--- src/rtl/fp_pkg.sv ---
// Shared FP32 definitions for the float<->int conversion units.
// Field widths, special encodings, latencies and the classification types.
package fp_pkg;

  localparam int FP_EXP_W  = 8;
  localparam int FP_FRAC_W = 23;
  localparam int FP_MANT_W = FP_FRAC_W + 1;
  localparam int INT_W     = 32;

  localparam logic signed [8:0]       EXP_BIAS = 9'sd127;
  localparam logic [FP_EXP_W-1:0]     EXP_INF  = 8'd255;
  localparam logic [INT_W-1:0]  INT_INDEFINITE = 32'h8000_0000;

  localparam int FP_TO_INT_LATENCY = 6;

  typedef struct packed {
    logic                 sign;
    logic [FP_EXP_W-1:0]  exp;
    logic [FP_FRAC_W-1:0] frac;
  } fp32_t;

  // CLS_ZERO must stay encoding 0 so cleared pipeline registers read as a zero result.
  typedef enum logic [1:0] {
    CLS_ZERO    = 2'd0,
    CLS_NORMAL  = 2'd1,
    CLS_MIN_INT = 2'd2,
    CLS_INVALID = 2'd3
  } fp_class_e;

  typedef struct packed {
    fp_class_e cls;
    logic      sign;
  } fp_ctrl_t;

endpackage

--- src/rtl/int_align_shifter.sv ---
// Two-stage registered barrel shifter aligning a 24-bit mantissa into a 32-bit magnitude.
// Stage A shifts by multiples of 8, stage B by 0-7; control bits ride along unchanged.
module int_align_shifter
  import fp_pkg::*;
(
  input  logic                 clock,
  input  logic                 reset_n,
  input  logic [FP_MANT_W-1:0] mant,
  input  logic                 left,
  input  logic [4:0]           amount,
  input  fp_ctrl_t             ctrl_in,
  output logic [INT_W-1:0]     mag,
  output fp_ctrl_t             ctrl_out
);

  logic [INT_W-1:0] ext;
  logic [INT_W-1:0] coarse_d;
  logic [INT_W-1:0] coarse_q;
  logic [INT_W-1:0] fine_d;
  logic             left_q;
  logic [2:0]       fine_amt_q;
  fp_ctrl_t         ctrl_q;

  assign ext = {{(INT_W - FP_MANT_W){1'b0}}, mant};

  always_comb begin
    coarse_d = left ? (ext << {amount[4:3], 3'b000}) : (ext >> {amount[4:3], 3'b000});
  end

  always_comb begin
    fine_d = left_q ? (coarse_q << fine_amt_q) : (coarse_q >> fine_amt_q);
  end

  always_ff @(posedge clock or negedge reset_n) begin
    if (!reset_n) begin
      coarse_q   <= '0;
      left_q     <= 1'b0;
      fine_amt_q <= '0;
      ctrl_q     <= '0;
      mag        <= '0;
      ctrl_out   <= '0;
    end else begin
      coarse_q   <= coarse_d;
      left_q     <= left;
      fine_amt_q <= amount[2:0];
      ctrl_q     <= ctrl_in;
      mag        <= fine_d;
      ctrl_out   <= ctrl_q;
    end
  end

endmodule

--- src/rtl/fp_to_int32.sv ---
// Six-stage FP32 -> int32 converter, truncating toward zero with integer-indefinite saturation.
// Token-triggered, fixed latency, one operand per cycle, no backpressure.
module fp_to_int32
  import fp_pkg::*;
#(
  parameter int tokenWidth = 1
) (
  input  logic                  clock,
  input  logic                  reset_n,
  input  logic [tokenWidth-1:0] in_0,
  input  logic [INT_W-1:0]      in_1,
  output logic [tokenWidth-1:0] out_0,
  output logic [INT_W-1:0]      out_1,
  output logic                  out_2
);

  // Stage 1: operand register
  fp32_t op_q;

  // Stage 2: classification and shift control
  logic signed [8:0]    exp_unb;
  fp_class_e            cls_d;
  logic                 left_d;
  logic [4:0]           amt_d;
  logic [FP_MANT_W-1:0] mant_q;
  logic                 left_q;
  logic [4:0]           amt_q;
  fp_ctrl_t             ctrl2_q;

  // Stage 3-4 outputs, stage 5 negate
  logic [INT_W-1:0] mag;
  fp_ctrl_t         ctrl4;
  logic [INT_W-1:0] res5_q;
  fp_ctrl_t         ctrl5_q;

  logic [tokenWidth-1:0] tok_q [FP_TO_INT_LATENCY];

  assign exp_unb = $signed({1'b0, op_q.exp}) - EXP_BIAS;

  // NOTE: every always_comb output gets a default first so no path can infer a latch.
  always_comb begin
    cls_d  = CLS_NORMAL;
    left_d = exp_unb > 9'sd23;
    // Low 5 bits of (e - 150) and (150 - e): 150 mod 32 = 22, so only exp[4:0] matters.
    amt_d  = left_d ? (op_q.exp[4:0] - 5'd22) : (5'd22 - op_q.exp[4:0]);
    if (op_q.exp == EXP_INF) begin
      cls_d = CLS_INVALID;
    end else if (op_q.exp == '0 || exp_unb < 9'sd0) begin
      cls_d = CLS_ZERO;
    end else if (exp_unb == 9'sd31) begin
      cls_d = (op_q.sign && op_q.frac == '0) ? CLS_MIN_INT : CLS_INVALID;
    end else if (exp_unb > 9'sd31) begin
      cls_d = CLS_INVALID;
    end
  end

  // NOTE: sequential state uses non-blocking assignments so every stage samples pre-edge values.
  always_ff @(posedge clock or negedge reset_n) begin
    if (!reset_n) begin
      op_q    <= '0;
      mant_q  <= '0;
      left_q  <= 1'b0;
      amt_q   <= '0;
      ctrl2_q <= '0;
    end else begin
      op_q    <= in_1;
      mant_q  <= {1'b1, op_q.frac};
      left_q  <= left_d;
      amt_q   <= amt_d;
      ctrl2_q <= '{cls: cls_d, sign: op_q.sign};
    end
  end

  int_align_shifter u_shift (
    .clock    (clock),
    .reset_n  (reset_n),
    .mant     (mant_q),
    .left     (left_q),
    .amount   (amt_q),
    .ctrl_in  (ctrl2_q),
    .mag      (mag),
    .ctrl_out (ctrl4)
  );

  always_ff @(posedge clock or negedge reset_n) begin
    if (!reset_n) begin
      res5_q  <= '0;
      ctrl5_q <= '0;
      out_1   <= '0;
      out_2   <= 1'b0;
    end else begin
      res5_q  <= ctrl4.sign ? (~mag + 32'd1) : mag;
      ctrl5_q <= ctrl4;
      unique case (ctrl5_q.cls)
        CLS_ZERO:    begin out_1 <= '0;             out_2 <= 1'b0; end
        CLS_NORMAL:  begin out_1 <= res5_q;         out_2 <= 1'b0; end
        CLS_MIN_INT: begin out_1 <= INT_INDEFINITE; out_2 <= 1'b0; end
        default:     begin out_1 <= INT_INDEFINITE; out_2 <= 1'b1; end
      endcase
    end
  end

  // NOTE: the token shift register is reset (unlike a RAM) so reset discards in-flight tokens.
  always_ff @(posedge clock or negedge reset_n) begin
    if (!reset_n) begin
      for (int i = 0; i < FP_TO_INT_LATENCY; i++) tok_q[i] <= '0;
    end else begin
      tok_q[0] <= in_0;
      for (int i = 1; i < FP_TO_INT_LATENCY; i++) tok_q[i] <= tok_q[i-1];
    end
  end

  assign out_0 = tok_q[FP_TO_INT_LATENCY-1];

endmodule
--- config.mk ---
export PLATFORM = sky130hd
export DESIGN_NAME = fp_to_int32
export DESIGN_NICKNAME = d
export VERILOG_FILES = /design/src/rtl/fp_pkg.sv /design/src/rtl/int_align_shifter.sv /design/src/rtl/fp_to_int32.sv
export SDC_FILE = /design/constraint.sdc
export NUM_CORES = 1
export LEC_CHECK = 0
export ABC_AREA = 0
export BUFFER_PORTS_ARGS = -buffer_cell sky130_fd_sc_hd__buf_4
export CAP_MARGIN = 30
export CORE_MARGIN = 8
export CORE_UTILIZATION = 45
export DETAILED_ROUTE_END_ITERATION = 7
export HOLD_SLACK_MARGIN = 0.02
export PLACE_DENSITY = 0.67
export SYNTH_ARGS = -nofsm -noshare
export SYNTH_HDL_FRONTEND = slang
export SYNTH_SLANG_ARGS = --single-unit
--- constraint.sdc ---
create_clock -name clock -period 2.64 [get_ports clock]
set_clock_uncertainty 0.2 [all_clocks]
set_input_delay 0.528 -clock clock [delete_from_list [all_inputs] [get_ports clock]]
set_output_delay 0.528 -clock clock [all_outputs]
set_load 0.005 [all_outputs]
==> flow_metrics.py <==
metrics = {
    "route": {
        "routed_wirelength_um": 18150,
        "ant_nets": 0,
        "vias": 6432,
        "drt-initial-drc-count": 344,
        "detail_route.wl_per_cell_um": 14.67,
        "drc": 0,
        "first_pass_iters": 6,
        "viasPerCell": 5.200,
    },
    "cts": {
        "cts_tree": "yes",
        "postCtsSetupBuffers": 0,
        "clock_latency_ns": 0.49,
        "numClockSinks": 212,
        "path_clk_slew_ns": 0.06,
        "numCtsBuffers": 22,
        "h-tree-depth": 1,
        "clock_path_buffers": 3,
        "cts_hold_buf": 34,
        "cts_resized": 0,
        "cts-root-buf": "clkbuf_16",
    },
    "global_routing": {
        "grt_overflow_total": 0,
        "grt_util_all_layers": 0.1404,
        "grt_pass1_vias": 6256,
        "grt_max_degree": 79,
        "grt_pass1_wl_um": 30730,
        "antenna_found_initial": 0,
    },
    "finish": {
        "seq_area_um2": 5308,
        "diodes": 0,
        "area_growth_pct": 20.90,
        "final_cell_mix": "dfrtp_1 (210), buf_4 (87), nand2_1 (75)",
        "nets": 993,
        "layout_commonest_cell": "dfrtp_1",
        "nFillCells": 1764,
        "final_layout_size_suffix_gt1_frac": 0.1675,
        "multi_input_area_um2": 3736,
    },
    "placed_design": {
        "dp_hpwl_um": 12970,
        "pre_cts_ws_ns": 0.2334,
        "port_buffers": 68,
        "gp_congestion": 0.8800,
    },
    "floorplanning": {
        "die_area_um2": 25590,
        "io_pins": 69,
        "initial_core_util": 0.4594,
        "die_y_um": 160.0,
        "core-area_um2": 20300,
        "rows": 52,
        "die_width_um": 160.0,
    },
    "critical_path": {
        "rrSetupSlack_ns": 0.17,
        "worst_setup_path_start_kind": "flip-flop",
        "worstPathCellList": "ha_1 > xor2_1 > a311oi_1 > a211oi_1 > a211oi_1 > inv_1 > o22ai_1 > xnor2_1",
        "cpMostUsedCell": "a211oi_1",
        "worstSetupPathType": "reg2reg",
        "crit_fanout": 7,
        "critPathCaptureType": "flip-flop",
        "cp_slowest_cell": "dfrtp_1",
        "required_ns": 2.85,
        "slowest_delay_ns": 0.45,
        "worstPathArrival_ns": 2.68,
    },
    "timing": {
        "period_share": 0.9362,
        "fin_crit_ns": 2.472,
        "slew_headroom": 0.5306,
        "fin_ws_ns": 0.1684,
        "finalSetupViolations": 0,
        "worst_pin_slew_ns": 0.7042,
        "whs_ns": 0.1400,
        "rsz0062_at_grt": "no",
        "slew_violations": 0,
        "max_freq_mhz": 404.6,
        "hold_violations": 0,
        "fin_setup_tns_ns": 0,
    },
    "worst_hold_path": {
        "hp-class": "reg2reg",
    },
    "flow_run": {
        "max_cap_viol_count": 0,
    },
    "synth": {
        "synth_ff_type": "dfrtp_1",
        "synth_nets": 903,
        "synth_seq_cells": 212,
        "synth-async-reset-ratio": 1.000,
        "synth_edf_count": 0,
        "avgSynthCellArea_um2": 10.82,
        "ys_seq_area_frac": 0.5688,
        "ys_types": 67,
        "syn_area_um2": 9326,
        "ys_warn_count": 0,
        "synth_cells": 862,
    },
    "power": {
        "power.density_nw_per_um2": 797.9,
        "ir_worst_vdd_uv": 662.2,
        "leakagePower_nw": 4.984,
    },
    "outcome": {
        "status": "complete, no violations",
    },
}
[where the power goes]
| part | internal, W | switching (W) | total [W] |
|---|---|---|---|
| clock | 0.00198 | 0.00116 | 0.00314 |
| sequential | 0.00377 | 0.000365 | 0.00414 |
| combinational | 0.000812 | 0.000902 | 0.00171 |
| total | 0.00657 | 0.00243 | 0.00900 |
[worst paths after layout]
path | startpoint | endpoint | cells after the start
worst max register to register | op_q[24]$_DFF_PN0_ | amt_q[3]$_DFF_PN0_ | 8
worst min register to register | u_shift.ctrl_out[1]$_DFF_PN0_ | ctrl5_q[1]$_DFF_PN0_ | 0
max in group asynchronous | reset_n | op_q[30]$_DFF_PN0_ | 3
min in group asynchronous | reset_n | out_1[4]$_DFF_PN0_ | 2
worst max-delay path | op_q[24]$_DFF_PN0_ | amt_q[3]$_DFF_PN0_ | 8
worst min-delay path | u_shift.ctrl_out[1]$_DFF_PN0_ | ctrl5_q[1]$_DFF_PN0_ | 0
[synth_stat cells, types with 6 or more instances]
library cell  count  share of area
buf_2             6         0.0032
nor4_1            6         0.0040
a21o_1            6         0.0048
nand2_1          75          0.030
a211oi_1         26          0.021
o31ai_2           6         0.0080
mux2_2           15          0.018
dfrtp_1         212           0.57
mux2i_1          24          0.026
xnor2_1          31          0.029
nand2b_1          7         0.0047
a21oi_1          37          0.020
a22oi_1          15          0.012
and3_1           12         0.0080
a22o_1           16          0.015
buf_1            13         0.0052
o211ai_1         12         0.0097
clkbuf_1         40          0.016
a31oi_1          16          0.011
nand3_1          16         0.0086
nor3_1           11         0.0059
or3_1             7         0.0047
o21ai_0          41          0.022
nor2b_1          18          0.012
o31ai_1           9         0.0072
inv_1            14         0.0056
nor2_1           59          0.024
and2_1           38          0.025
ha_1              6         0.0080
[worst max-delay path, delay by kind of cell, from the launching register on]
family          cells  cell delay [ns]
compound gates      4             0.96
xor+xnor            2             0.32
fa+ha+maj           1             0.29
buf+inv             1             0.18
flops               1             0.45
[metrics by stage]
| stage | util | power (W) | cells | cell area [µm²] |
|---|---|---|---|---|
| after floorplan | - | 0.005280 | 862 | 9326 |
| after global placement | 0.5007 | 0.005840 | 1164 | 10160 |
| after detailed placement | 0.5007 | 0.005871 | 1164 | 10160 |
| after CTS | 0.5555 | 0.009108 | 1237 | 11280 |
| after global routing | 0.5555 | 0.009527 | 1237 | 11280 |
| final | 0.5555 | 0.008997 | 1237 | 11280 |
[cells by family (layout without fill, tap and decap cells)]
group | count (synthesis) | after routing | share of synthesized area
other | 1 | 1 | 0.0004021
and+or+nand+nor | 270 | 270 | 0.1489
adders and majority gates | 6 | 6 | 0.008049
buffers and inverters | 74 | 179 | 0.03059
AOI/OAI and AO/OA | 227 | 227 | 0.1684
xor gates and xnor gates | 33 | 33 | 0.03099
muxes | 39 | 39 | 0.04387
DFF | 212 | 212 | 0.5688
[sequential cells by signal, summed over array words and instances (netlist names)]
name,count
op_q,32
out_0,1
u_shift.coarse_q,32
u_shift.ctrl_out,3
ctrl2_q,3
u_shift.left_q,1
ctrl5_q,2
left_q,1
amt_q,5
u_shift.fine_amt_q,3
u_shift.ctrl_q,3
out_2,1
out_1,32
mant_q,24
u_shift.mag,32
res5_q,32
tok_q,5
[cell type report]
class | instances | area share
Clock buffer | 34 | 0.06092
Clock inverter | 5 | 0.007435
Inverter | 15 | 0.004993
Multi-Input combinational cell | 576 | 0.3313
Sequential cell | 212 | 0.4707
Tap cell | 270 | 0.02996
Timing Repair Buffer | 125 | 0.09465
[metal layers]
layer	vias up	routed length, µm	share of wire	global-route usage
met5	-	0	0	0
met4	0	410	0.023	0.03951
met3	34	1005	0.055	0.03111
met2	178	8395	0.46	0.2271
met1	2993	8336	0.46	0.1869
li1	3227	-	-	-
No activity file was read; power rests on OpenSTA's default activity.
